--- src/rtl/march_bist_ctrl_pkg.sv ---
// march_bist_ctrl_pkg: FSM states, March C- element indices and per-element operation tables
package march_bist_ctrl_pkg;

    typedef enum logic [1:0] {IDLE, RUN, DRAIN, DONE} state_t;

    typedef enum logic [2:0] {M0, M1, M2, M3, M4, M5} elem_t;

    // Bit e of each table describes element Me; bits 6 and 7 are never addressed
    localparam logic [7:0] elem_down_tbl = 8'b0001_1000;
    localparam logic [7:0] elem_two_tbl  = 8'b0001_1110;
    localparam logic [7:0] bg_op0_tbl    = 8'b0001_0100;
    localparam logic [7:0] bg_op1_tbl    = 8'b0000_1010;

    function automatic logic is_down(elem_t e);
        return elem_down_tbl[e];
    endfunction

    function automatic logic last_op_of(elem_t e);
        return elem_two_tbl[e];
    endfunction

    function automatic logic op_read(elem_t e, logic op);
        return e != M0 && !op;
    endfunction

    function automatic logic op_bit(elem_t e, logic op);
        return op ? bg_op1_tbl[e] : bg_op0_tbl[e];
    endfunction

endpackage

--- src/rtl/march_bist_ctrl_if.sv ---
// march_bist_ctrl_if: single-port memory bus between the BIST controller and the memory under test
interface march_bist_ctrl_if #(
    parameter int a_width = 4,
    parameter int width   = 4
);
    logic               mem_read;
    logic               mem_write;
    logic [a_width-1:0] mem_addr;
    logic [width-1:0]   mem_wdata;
    logic [width-1:0]   mem_rdata;

    modport master(output mem_read, mem_write, mem_addr, mem_wdata, input mem_rdata);
    modport slave(input mem_read, mem_write, mem_addr, mem_wdata, output mem_rdata);
endinterface

--- src/rtl/march_bist_ctrl_addr_gen.sv ---
// march_bist_ctrl_addr_gen: loadable up/down address counter that saturates at its end-of-element value
module march_bist_ctrl_addr_gen #(
    parameter int a_width = 4,
    parameter int depth   = 4
) (
    input  logic               clk,
    input  logic               rst,
    input  logic               load,
    input  logic               load_down,
    input  logic               step,
    output logic [a_width-1:0] addr,
    output logic               last
);
    localparam logic [a_width-1:0] top = a_width'(depth - 1);

    logic down;

    assign last = down ? addr == '0 : addr == top;

    always_ff @(posedge clk) begin
        if (!rst) begin
            addr <= '0;
            down <= 1'b0;
        end else if (load) begin
            addr <= load_down ? top : '0;
            down <= load_down;
        end else if (step && !last) begin
            addr <= down ? addr - a_width'(1) : addr + a_width'(1);
        end
    end
endmodule

--- src/rtl/march_bist_ctrl.sv ---
// march_bist_ctrl: March C- BIST sequencer with a one-cycle read compare and first-fail capture
module march_bist_ctrl
    import march_bist_ctrl_pkg::*;
#(
    parameter int a_width = 4,
    parameter int width   = 4,
    parameter int depth   = 4
) (
    input  logic               clk,
    input  logic               rst,
    input  logic               start,
    march_bist_ctrl_if.master  mem,
    output logic               busy,
    output logic               done,
    output logic               fail,
    output logic [2:0]         fail_element,
    output logic [a_width-1:0] fail_addr,
    output logic [width-1:0]   fail_data
);
    state_t             state, state_n;
    elem_t              elem, elem_n, cmp_elem;
    logic               op, op_n;
    logic               start_ok, run, last_op, a_last, adv_elem, run_end, go;
    logic               nxt_rd, nxt_bit;
    logic               rd, wr, cmp_v, miss;
    logic [a_width-1:0] addr, cmp_addr;
    logic [width-1:0]   wdata, cmp_exp;

    assign start_ok = (state == IDLE || state == DONE) && start;
    assign run      = state == RUN;
    assign last_op  = op == last_op_of(elem);
    assign adv_elem = run && last_op && a_last && elem != M5;
    assign run_end  = run && last_op && a_last && elem == M5;
    assign go       = start_ok || (run && !run_end);
    assign elem_n   = start_ok ? M0 : adv_elem ? elem_t'(elem + 3'd1) : elem;
    assign op_n     = !start_ok && !last_op;
    assign nxt_rd   = op_read(elem_n, op_n);
    assign nxt_bit  = op_bit(elem_n, op_n);
    assign miss     = cmp_v && mem.mem_rdata != cmp_exp;

    always_comb begin
        state_n = start_ok ? RUN : run_end ? DRAIN : state == DRAIN ? DONE : state;
    end

    march_bist_ctrl_addr_gen #(.a_width(a_width), .depth(depth)) u_addr (
        .clk      (clk),
        .rst      (rst),
        .load     (start_ok || adv_elem),
        .load_down(is_down(elem_n)),
        .step     (run && last_op && !a_last),
        .addr     (addr),
        .last     (a_last)
    );

    // Output registers describe the op in flight; compare registers trail them by one cycle
    always_ff @(posedge clk) begin
        if (!rst) begin
            state        <= IDLE;
            elem         <= M0;
            op           <= 1'b0;
            rd           <= 1'b0;
            wr           <= 1'b0;
            wdata        <= '0;
            busy         <= 1'b0;
            done         <= 1'b0;
            cmp_v        <= 1'b0;
            cmp_exp      <= '0;
            cmp_elem     <= M0;
            cmp_addr     <= '0;
            fail         <= 1'b0;
            fail_element <= '0;
            fail_addr    <= '0;
            fail_data    <= '0;
        end else begin
            state    <= state_n;
            if (go) begin
                elem <= elem_n;
                op   <= op_n;
            end
            rd       <= go && nxt_rd;
            wr       <= go && !nxt_rd;
            wdata    <= go && !nxt_rd ? {width{nxt_bit}} : '0;
            busy     <= state_n == RUN || state_n == DRAIN;
            done     <= state_n == DONE;
            cmp_v    <= rd;
            cmp_exp  <= {width{op_bit(elem, op)}};
            cmp_elem <= elem;
            cmp_addr <= addr;
            if (start_ok) begin
                fail         <= 1'b0;
                fail_element <= '0;
                fail_addr    <= '0;
                fail_data    <= '0;
            end else if (miss) begin
                fail <= 1'b1;
                if (!fail) begin
                    fail_element <= cmp_elem;
                    fail_addr    <= cmp_addr;
                    fail_data    <= mem.mem_rdata;
                end
            end
        end
    end

    assign mem.mem_read  = rd;
    assign mem.mem_write = wr;
    assign mem.mem_addr  = addr;
    assign mem.mem_wdata = wdata;
endmodule
--- src/flat_wrapper.sv ---
// flat-port wrapper written by rule: the top's interface ports become plain ports
module march_bist_ctrl_flat import march_bist_ctrl_pkg::*;
#(
    parameter int a_width = 4,
    parameter int width   = 4,
    parameter int depth   = 4
)
  (clk, rst, start, busy, done, fail, fail_element, fail_addr, fail_data, mem_mem_read, mem_mem_write, mem_mem_addr, mem_mem_wdata, mem_mem_rdata);
  march_bist_ctrl_if #(.a_width(a_width), .width(width)) mem_i ();
  input  logic clk;
  input  logic rst;
  input  logic start;
  output logic busy;
  output logic done;
  output logic fail;
  output logic [2:0] fail_element;
  output logic [a_width-1:0] fail_addr;
  output logic [width-1:0] fail_data;
  output wire logic [$bits(mem_i.mem_read)-1:0] mem_mem_read;
  output wire logic [$bits(mem_i.mem_write)-1:0] mem_mem_write;
  output wire logic [$bits(mem_i.mem_addr)-1:0] mem_mem_addr;
  output wire logic [$bits(mem_i.mem_wdata)-1:0] mem_mem_wdata;
  input wire logic [$bits(mem_i.mem_rdata)-1:0] mem_mem_rdata;
  assign mem_mem_read = mem_i.mem_read;
  assign mem_mem_write = mem_i.mem_write;
  assign mem_mem_addr = mem_i.mem_addr;
  assign mem_mem_wdata = mem_i.mem_wdata;
  assign mem_i.mem_rdata = mem_mem_rdata;
  march_bist_ctrl #(.a_width(a_width), .width(width), .depth(depth)) u_core (.clk(clk), .rst(rst), .start(start), .mem(mem_i), .busy(busy), .done(done), .fail(fail), .fail_element(fail_element), .fail_addr(fail_addr), .fail_data(fail_data));
endmodule
--- config.mk ---
export PLATFORM = sky130hd
export DESIGN_NAME = march_bist_ctrl_flat
export DESIGN_NICKNAME = d
export VERILOG_FILES = /design/src/rtl/march_bist_ctrl_pkg.sv /design/src/rtl/march_bist_ctrl_if.sv /design/src/rtl/march_bist_ctrl_addr_gen.sv /design/src/rtl/march_bist_ctrl.sv /design/src/flat_wrapper.sv
export SDC_FILE = /design/constraint.sdc
export NUM_CORES = 1
export LEC_CHECK = 0
export CAP_MARGIN = 10
export CORE_MARGIN = 2
export CORE_UTILIZATION = 45
export DETAILED_ROUTE_END_ITERATION = 12
export GPL_TIMING_DRIVEN = 0
export PLACE_DENSITY = 0.7
export SLEW_MARGIN = 15
export SYNTH_ARGS = -nofsm -noshare
export SYNTH_HDL_FRONTEND = slang
export SYNTH_SLANG_ARGS = --single-unit
--- constraint.sdc ---
create_clock -name clk -period 4.4 [get_ports clk]
set_input_delay 0.88 -clock clk [delete_from_list [all_inputs] [get_ports clk]]
set_output_delay 0.88 -clock clk [all_outputs]
set_load 0.1 [all_outputs]
After elaboration in Yosys (flattened, before gate mapping)
Memory sizes are Yosys's and may differ from the RTL's. A register that Yosys moved wholly into a read port is not among the register bits.
Cells that the tools add are included.
{"block": "word_totals", "register_bits": 37, "input_bits": 7, "output_inout_bits": 24, "mem_count": 6, "elab_cells": 96, "mem_bits_ro": 48}
{"block": "classes", "order_cmp": 2, "eq_ne": 11, "mux": 24, "add_sub_neg": 3, "reduce_logical": 30, "n_bitwise": 2}
{"memory": "(name not given)", "words": 8, "word_bits": 1, "rd": 1, "rd_clocked_by_memory_dff": 0, "write_ports": 0, "line_no": "march_bist_ctrl_pkg.sv:27", "source": "return op ? bg_op1_tbl[e] : bg_op0_tbl[e];"}
{"memory": "(name not given)", "words": 8, "word_bits": 1, "rd": 1, "rd_clocked_by_memory_dff": 0, "write_ports": 0, "line_no": "march_bist_ctrl_pkg.sv:15", "source": "return elem_down_tbl[e];"}
{"memory": "(name not given)", "words": 8, "word_bits": 1, "rd": 1, "rd_clocked_by_memory_dff": 0, "write_ports": 0, "line_no": "march_bist_ctrl_pkg.sv:27"}
{"memory": "(name not given)", "words": 8, "word_bits": 1, "rd": 1, "rd_clocked_by_memory_dff": 1, "write_ports": 0, "line_no": "march_bist_ctrl_pkg.sv:27"}
{"memory": "(name not given)", "words": 8, "word_bits": 1, "rd": 1, "rd_clocked_by_memory_dff": 1, "write_ports": 0, "line_no": "march_bist_ctrl_pkg.sv:19", "source": "return elem_two_tbl[e];"}
{"memory": "(name not given)", "words": 8, "word_bits": 1, "rd": 1, "rd_clocked_by_memory_dff": 1, "write_ports": 0, "line_no": "march_bist_ctrl_pkg.sv:27"}
{"op": "$mux W3", "count": 8}
{"op": "$logic_and A1 B1 Y1", "count": 13}
{"op": "$mux W4", "count": 3}
{"op": "$mux W1", "count": 9}
{"op": "$eq A2 B2 Y1 const B", "count": 4}
{"op": "$lt A3 B4 Y1 const B", "count": 2}
{"op": "$mux W2", "count": 4}
{"op": "$logic_not A1 Y1", "count": 6}
{"op": "$add A4 B1 Y4 const B", "count": 1}
{"op": "$eq A2 B1 Y1 const B", "count": 2}
{"op": "$eq A4 B2 Y1 const B", "count": 1}
{"op": "$logic_not A4 Y1", "count": 1}
{"op": "$logic_or A1 B1 Y1", "count": 4}
{"op": "$ne A4 B4 Y1", "count": 1}
{"op": "$reduce_and A2 Y1", "count": 2}
{"op": "$sub A4 B1 Y4 const B", "count": 1}
{"op": "$add A3 B1 Y3 const B", "count": 1}
{"op": "$eq A3 B3 Y1 const B", "count": 1}
{"op": "$ne A3 B3 Y1 const B", "count": 1}
{"op": "$reduce_bool A3 Y1", "count": 1}
{"op": "$logic_not A2 Y1", "count": 1}
{"op": "$not A1 Y1", "count": 2}
{"op": "$reduce_bool A2 Y1", "count": 1}
{"op": "$reduce_or A2 Y1", "count": 1}
{"op": "$eq A1 B1 Y1", "count": 1}

Depth between registers and ports, before layout
Gate-level depths: netlist of the first run.
{"block": "logic_depth", "word_depth": 13, "depth_mapped": 9, "depth_no_buf": 8}

Hierarchy
Synthesis of the first run repeated with hierarchy kept, for this count alone.
{"block": "unflattened", "cells_unflattened": 201, "hier_area_um2": 1911.8}
{"module": "march_bist_ctrl", "cells_each": 159, "seq_area_each_um2": 700.7, "area_each_um2": 1555.2, "instances": 1}
{"module": "march_bist_ctrl_addr_gen", "cells_each": 42, "seq_area_each_um2": 100.1, "area_each_um2": 356.6, "instances": 1}

Least setup slack after synthesis of the first run
OpenSTA, ideal clock, no wires.
{"block": "synth_timing", "path_kind": "flip-flop to flip-flop", "from": "register u_core.u_addr.addr[1]", "to": "register u_core.u_addr.addr[1]", "setup_time_ns": 0.116, "t_arrival_ns": 2.710, "path_buffers": 0, "t_required_ns": 4.284, "period_less_slack_ns": 2.826, "stages_incl_launch_ff": 6, "slack_ns": 1.574, "cell_sequence": "dfxtp_1 nand3b_1 a2111oi_4 mux2i_1 mux2_4 and3_1"}
{"block": "synth_via", "elab_chain_len": 10, "word_cells_on_any_way": 20, "cone_classes": "add/sub (2); eq/ne (1); mux (8); reduce/logical (8); memory (1)"}
{"item": "from (decl)", "line_no": "march_bist_ctrl_addr_gen.sv:11", "source": "output logic [a_width-1:0] addr,"}
{"item": "from (signal assigned)", "line_no": "march_bist_ctrl_addr_gen.sv:25", "source": "addr <= load_down ? top : '0;"}
{"item": "from (signal assigned)", "line_no": "march_bist_ctrl_addr_gen.sv:28", "source": "addr <= down ? addr - a_width'(1) : addr + a_width'(1);"}
{"item": "$eq A4 B2 Y1 or $logic_not A4 Y1 (tied branches)", "line_no": "march_bist_ctrl_addr_gen.sv:18", "source": "assign last = down ? addr == '0 : addr == top;"}
{"item": "$mux W1", "line_no": "march_bist_ctrl_addr_gen.sv:18"}
{"item": "$logic_and A1 B1 Y1 (2 in a row)", "line_no": "march_bist_ctrl.sv:32", "source": "assign adv_elem = run && last_op && a_last && elem != M5;"}
{"item": "$mux W3 (2 in a row)", "line_no": "march_bist_ctrl.sv:35", "source": "assign elem_n = start_ok ? M0 : adv_elem ? elem_t'(elem + 3'd1) : elem;"}
{"item": "$mem_v2 Z8 W1"}
{"item": "$mux W1 (not written as such)", "line_no": "march_bist_ctrl_pkg.sv:15"}
{"item": "$mux W2", "line_no": "march_bist_ctrl_addr_gen.sv:25"}
{"item": "$mux W4", "line_no": "march_bist_ctrl_addr_gen.sv:24", "source": "end else if (load) begin"}
Parallel ways exist; a longest one is shown, timed or not. The select of a mux whose other input is x is not followed.
A chain may end at the register's enable or synchronous reset.

Final worst setup path of the first run
{"block": "layout_timing", "from": "register u_core.u_addr.addr[1]", "to": "output mem_mem_addr[1]"}
{"item": "to (decl)", "line_no": "flat_wrapper.sv:21", "source": "output wire logic [$bits(mem_i.mem_addr)-1:0] mem_mem_addr;"}
No word-level cell between the ends.

==> results of run 1 <==
## state kept, by name, indices dropped and copies added (netlist names), 2 cells and up, named ones only
register / cells
u_core.cmp_addr: 4
u_core.fail_addr: 4
u_core.fail_data: 4
u_core.u_addr.addr: 4
u_core.cmp_elem: 3
u_core.elem: 3
u_core.fail_element: 3
u_core.state: 2
## report_power, final
part	internal, uW	total [uW]	switching (uW)
sequential	366	370	3.74
combinational	19.3	62.4	43.1
clock	168	290	122
total	554	722	169
## path summary, 6_finish.rpt
| path | start | endpoint | slack, ps | cells after the start |
|---|---|---|---|---|
| hold / removal | u_core.cmp_elem[0] | u_core.fail_element[0] | 470 | 2 |
| setup / recovery | u_core.u_addr.addr[1] | mem_mem_addr[1] | 1570 | 1 |
| hold reg to reg | u_core.cmp_elem[0] | u_core.fail_element[0] | 470 | 2 |
| setup reg to reg | u_core.u_addr.down | u_core.u_addr.addr[0] | 1830 | 5 |
## synthesized netlist by cell type, types with 2 or more instances
library cell and number:
and2_1 14, clkbuf_1 5, a21oi_1 7, a21o_1 3, mux2i_1 14, nor2_1 18, o21ai_0 4, or4_1 2
xnor2_1 4, nand2b_1 2, buf_4 4, nor2b_1 3, nand4_1 4, a211o_1 2, dfxtp_1 40, nor3_1 4
ha_1 8, and3_1 2, nand2_1 9, inv_1 7, a211oi_1 3
## metrics by stage
stage               total power, uW   util
floorplan                       421      -
global placement                440  0.575
detailed placement              441  0.575
CTS                             729  0.603
global route                    755  0.603
finish                          722  0.603
## routing by layer
metal	up-vias	global-route usage	routed length, um	part of all wire
met5	-	0	0	0
met4	0	0.0689	51	0.015
met3	7	0.0507	150	0.043
met2	28	0.296	1710	0.49
met1	624	0.201	1570	0.45
li1	691	-	-	-
## layout by cell type, fill, tap and decap left out, types with 2 or more instances in the layout
| cell | count |
|---|---|
| clkbuf_1 | 6 |
| o21ai_0 | 4 |
| a211oi_1 | 3 |
| nand2_1 | 9 |
| a21oi_1 | 7 |
| a211o_1 | 2 |
| dfxtp_1 | 40 |
| nor2_1 | 18 |
| inv_1 | 7 |
| and3_1 | 2 |
| nor2b_1 | 3 |
| and2_1 | 14 |
| or4_1 | 2 |
| buf_4 | 4 |
| clkdlybuf4s50_1 | 30 |
| nand2b_1 | 2 |
| ha_1 | 8 |
| nor3_1 | 4 |
| clkbuf_8 | 5 |
| xnor2_1 | 4 |
| mux2i_1 | 14 |
| nand4_1 | 4 |
| a21o_1 | 3 |
## layout make-up
cell class | instances | area, sq um | share of cell area
Inverter | 7 | 26.3 | 0.0116
Multi-Input combinational cell | 123 | 905 | 0.401
Clock inverter | 2 | 35.0 | 0.0155
Clock buffer | 6 | 72.6 | 0.0321
Sequential cell | 40 | 801 | 0.355
Timing Repair Buffer | 30 | 300 | 0.133
Tap cell | 48 | 60.1 | 0.0266
Buffer | 11 | 58.8 | 0.0260
## kinds of logic after synthesis
logic type	after synthesis	share of synthesized area
adders and majority gates	9	0.0671
AOI/OAI and AO/OA	28	0.120
muxes	15	0.0866
and+or+nand+nor	65	0.198
xor gates and xnor gates	6	0.0335
buffers and inverters	18	0.0475
DFF	40	0.447
==> results.md, run 1 <==
Outcome:
- The flow ran to the end, and the final reports show no timing, DRC or antenna violations.

GRT:
- The global-route wire length before repair is 5780 um.
- The total overflow left after global routing is 0.
- In the global route stage, overall resource usage came out at 0.173.
- The initial antenna violation count is 0.
- Entering global routing, the biggest net connects 13 pins.
- The number of global-route vias before repair is 1309.

Synth:
- In the post-synthesis netlist, the biggest area contributors are dfxtp_1 45%, mux2i_1 7.8%, ha_1 5.6%.
- After synthesis the cells add up to 0.00179 sq mm.
- The number of enable-type register cells in the synthesized netlist is 0.
- The fraction of synthesized cell area taken by the top area cell type is 0.447.
- Of the synthesized area, sequential elements account for 0.447.
- The synthesized design spends more area on one cell type than any other, namely dfxtp_1.
- Synthesis produced a netlist with a net count of 197.
- The most frequently used flop master after synthesis is dfxtp_1.
- The gate count of the mapped netlist is 181.
- The yosys synthesis warning count is 0.
- The synthesized flop and latch total is 40.
- The share of flip-flops with an asynchronous set or reset is 0.
- The number of distinct library cells after synthesis is 43.
- The average instance in the mapped netlist occupies 9.89 sq um.

Timing:
- The final-report hold violation count is 0.
- The worst pin sits at a relative slew slack of 0.340.
- The final critical delay including setup and external delays is 2830 ps.
- The number of max-slew violations in the final report came to 0.
- Setup repair after global routing left no endpoint under its margin.
- The final setup TNS is 0 ps.
- The maximum clock rate is 353 MHz.
- The smallest hold slack is 472 ps.
- In the finished design, the share of the clock period the worst path needs comes to 0.644.
- The final count of negative-setup-slack endpoints is 0.
- For the pin with the worst max-slew slack, the measured transition is 987 ps.
- The smallest setup slack after layout is 1570 ps.
- The setup clock skew after layout is 4.40 ps.

Placed design:
- The congestion estimate from routability-driven global placement came to 0.808.
- The number of cells after detailed placement is 259.
- The placed instances occupy a cell area of 0.00215 sq mm.
- The pre-CTS setup slack is 1450 ps.
- Input and output buffers added on the ports amount to 30.
- The half-perimeter wire length of the detailed placement result is 2660 um.

Floorplan:
- The die span in x is 67.1 um.
- The die boundary height is 67.1 um.
- The initial core utilization is 0.478.
- The area of the die is 0.00450 sq mm.
- The total area inside the core boundary comes to 0.00374 sq mm.
- The cell row count is 22.
- In this run the count of I/O pins placed on the die edge is 31.

Layout:
- Fill cells in the final layout number 350.
- For this run, the post-layout net count is 234.
- The diode insertion count for antenna repair is 0.
- Of the cells placed in the final design, the portion with a size suffix greater than 1 is 0.0913.
- Relative to the synthesized area, the layout overhead comes to 26.1%.
- The count of cells in the finished layout, fillers not included, comes to 267.
- With fillers left out, the area of the finished cells amounts to 0.00226 sq mm.

Power and ir drop:
- The leakage dissipation is 0.000868 uW.
- The peak supply drop is 188 uV.
- For this design the ratio of total power to cell area is 320 mW/mm^2.

Clocking:
- Clock tree synthesis found a total of 40 sinks.
- The clock-pin slew on the worst setup and hold paths is 70 ps.
- The H-tree was split into 2 levels.
- The number of clock buffers added by TritonCTS is 5.
- Once the clock tree was built, the setup fixing pass inserted 0 buffers.
- The maximum clock path buffer count is 2.
- TritonCTS built the clock tree.
- Clock tree synthesis selected as its root buffer the cell clkbuf_8.
- The count of hold buffers inserted by post-cts repair is 0.
- The clock latency at the later pin of the worst-skew pair is 290 ps.
- The number of resized instances in the post-cts repair step is 0.

Route:
- The first-pass iteration count of the detailed router is 4.
- The routed design has 3480 um of wire.
- The detailed-route vias per instance is 5.06.
- In this run the remaining antenna-violating nets after routing total 0.
- The number of design rule violations left after detail routing is 0.
- The number of violations reported at the end of detailed-routing iteration 0 is 52.
- In the final routed layout, each cell accounts on average for 13.0 um.
- The final route contains 1350 vias.

Setup path:
- The critical path in this run is classified as register to output port.
- The family with the most delay on the worst path is buffers and inverters.
- The data required time of the worst path is 3520 ps.
- The buffers plus inverters on the worst setup path is 1.
- For the worst setup path, the data arrival time is 1950 ps.
- The maximum single-stage delay on the critical path is 1190 ps.
- The type of origin of the critical path is a register.
- The critical path's slowest cell is clkdlybuf4s50_1.
- STA classifies the critical path endpoint as an output port.
- In this run the worst path has a maximum fanout of 7.
- The signal on the critical path passes through clkdlybuf4s50_1.

Flow run:
- Across the run, the number of max-cap violations was 0.

Min path:
- The worst hold-check path type is register to register.
Power figures use the tool's default switching activity.
==> run 2: changes to the inputs <==
- PLACE_DENSITY: 0.7 -> 0.72
- clock period: 4.4 -> 2.6 ns (I/O delays scaled with it)
==> run 2 against run 1 <==
Against the previous run:
- global-route usage grew 0.91 points
- sequential cell count is the same
- hold slack is essentially flat
- sequential power grew 69%
==> results.md, run 2 (same netlist as run 1, synthesis figures left out) <==
Outcome:
- The run finished with clean final reports.

Power and ir drop:
- For this design the total switching power over the nets is 300 uW.
- Of the total power, the share spent switching nets is 0.241.
- The cell internal power dissipation is 942 uW.
- The share of total power dissipated in the clock network is 0.409.
- The overall power consumption is 1240 uW.
- The leakage dissipation is 0.000870 uW.
- The power per standard cell area is 546 mW/mm^2.
- IR analysis of the VDD net gives a maximum drop of 329 uV.
- The sequential cell fraction of total power is 0.505.
- The combinational fraction of design power is 0.086.

Placed design:
- The half-perimeter wire length of the detailed placement result is 2770 um.
- The number of cells after detailed placement is 259.
- The routability congestion estimate from global placement is 0.833.
- The number of buffers added on ports is 30.

Setup path:
- In this run the worst path has a maximum fanout of 4.
- Traced cell by cell, the critical path runs through buf_4 > clkdlybuf4s50_1.
- On the worst path, the slowest cell contributes a delay of 1130 ps.
- For the worst setup path, the data arrival time is 1940 ps.
- The slowest stage of the critical path is the clkdlybuf4s50_1 cell.
- STA classifies the critical path endpoint as an output port.
- For the worst flop-to-flop path, the logic depth is 5.
- The type of origin of the critical path is a register.
- The worst setup path is of the register to output port kind.
- The data required time of the worst path is 2080 ps.

Timing:
- The number of max-slew violations in the final report is 0.
- Static timing analysis puts the maximum clock frequency at 407 MHz.
- For the pin with the worst max-slew slack, the measured transition is 986 ps.
- The normalized max-slew margin is 0.341.
- The final-report hold violation count is 0.
- Between clock sinks in the finished design, the worst skew comes to 3.28 ps.
- Setup repair after global routing left no endpoint under its margin.
- The final setup TNS is 0 ps.
- Setup violations remaining at the end of the flow were counted as 0.
- Counting I/O delays and the setup requirement, the final critical path takes 2460 ps.
- Of the available clock period, the critical path in the final layout requires 0.945.

GRT:
- The global-route wire length before repair is 6140 um.
- The initial antenna violation count is 0.
- The aggregate global routing overflow is 0.
- The number of global-route vias before repair is 1369.
- The maximum number of pins on one net before global-route repair is 15.
- Across every metal layer, demand over resource in global routing totals 0.182.

Route:
- After detailed routing, the number of vias per cell comes to 5.24.
- Detailed routing placed a total of 161 um of wire on met3.
- The number of violations reported at the end of detailed-routing iteration 0 is 44.
- The pre-antenna-repair detailed-routing pass consisted of 4 iterations.
- After detailed routing, the wire length on met1 is 1580 um.
- The final wirelength is 3580 um.
- The number of design rule violations left after detail routing is 0.
- The number of routed nets with antenna violations is 0.
- In this run the top signal layer used is met4.
- The routed layout has 1399 vias.
- The routed wire length on met2 is 1790 um.
- After detailed routing, the average wire length per cell comes to 13.4 um.

Layout:
- For this run, the number of standard cells in the final layout without fillers is 267.
- The share of post-route cells with drive strength above 1 is 0.110.
- The net count of the finished layout is 234.
- In the layout the commonest cells are 38 x dfxtp_1, 30 x clkdlybuf4s50_1, 18 x nor2_1.
- 0 antenna diodes ended up in the layout.
- The area added between synthesis and finish is 26.9%.
- The most common cell after layout, fill and taps aside is dfxtp_1.

Clocking:
- The count of hold buffers inserted by post-cts repair is 0.
- The clock-pin slew on the worst setup and hold paths is 80 ps.
- The CTS root buffer is clkbuf_8.
- Counting every sink on the clock net gives 40.
- The CTS H-tree depth is 2.
- The maximum clock path buffer count is 2.
- The clock latency at the later pin of the worst-skew pair is 290 ps.
- TritonCTS built the clock tree.
- The number of setup buffers added after CTS is 0.
- The clock buffer count from CTS is 5.

Min path:
- The worst hold-check path type is register to register.
- Counting instances, the worst hold path has a depth of 2.

Floorplan:
- From bottom edge to top edge, the die measures 67.1 um.
- For this configuration, the core starts out at a cell density of 0.478.
- The die covers 0.00450 sq mm.
- Measured along the x axis, the die boundary spans 67.1 um.
- 31 I/O pins were placed.
- After floorplanning, the core was divided into 22 placement rows.
- After floorplanning, the core was sized to cover 0.00374 sq mm.

Flow run:
- The tool flagged a number of max-cap violations equal to 0.
run 2: cell count changes in the layout (fill, tap and decap cells not counted), sizes merged:
cell	change
clkbuf	-1
clkinv	-1
clkinvlp	+1
inv	+1
run 2: path summary, 6_finish.rpt:
kind / startpoint / end / slack, ps
worst max register to register: u_core.u_addr.down / u_core.u_addr.addr[1] / 170
worst min register to register: u_core.cmp_addr[2] / u_core.fail_addr[2] / 470
worst min-delay path: u_core.cmp_addr[2] / u_core.fail_addr[2] / 470
worst max-delay path: u_core.mem.mem_wdata[0] / mem_mem_wdata[3] / 140
run 2: metal layers:
| layer | global-route usage | vias up |
|---|---|---|
| li1 | - | 694 |
| met3 | 0.0422 | 4 |
| met2 | 0.308 | 32 |
| met1 | 0.224 | 669 |
| met5 | 0 | - |
| met4 | 0.0663 | 0 |
run 2: what timing repair did:
action,4_1_cts,5_1_grt
endpoints found under the hold margin,0,0
setup endpoints to repair,0,5
gates resized for setup,0,1
run 2: power groups by stage:
stage / combinational, uW / clock (uW) / sequential (uW)
floorplan: 37.6 / 0 / 675
global placement: 104 / 0 / 641
detailed placement: 106 / 0 / 642
CTS: 107 / 518 / 627
global route: 114 / 552 / 629
finish: 107 / 508 / 627
run 2: area by class of cell:
cell class                 count  area [sq um]
clock inverter                 3          46.3
timing repair buffer          30           300
multi-input combinational    123           908
fill                         332          1470
buffer                        11          58.8
clock buffer                   5          68.8
tap                           48          60.1
inverter                       7          26.3
sequential                    40           803
run 2: through the flow:
step / utilization / instance area [sq um] / hold slack (ps) / setup slack (ps)
global route: 0.607 / 2270 / 502 / 68.8
CTS: 0.606 / 2270 / 478 / 36.3
global placement: 0.575 / 2150 / 446 / 85.7
detailed placement: 0.575 / 2150 / 460 / 27.6
floorplan: - / 1790 / 440 / 44.5
finish: 0.607 / 2270 / 472 / 143
run 2: worst max-delay path: cells and delay by family, from the launching register on:
kind                   cells  cell delay, ps
buffers and inverters      2            1260
DFF                        1             390
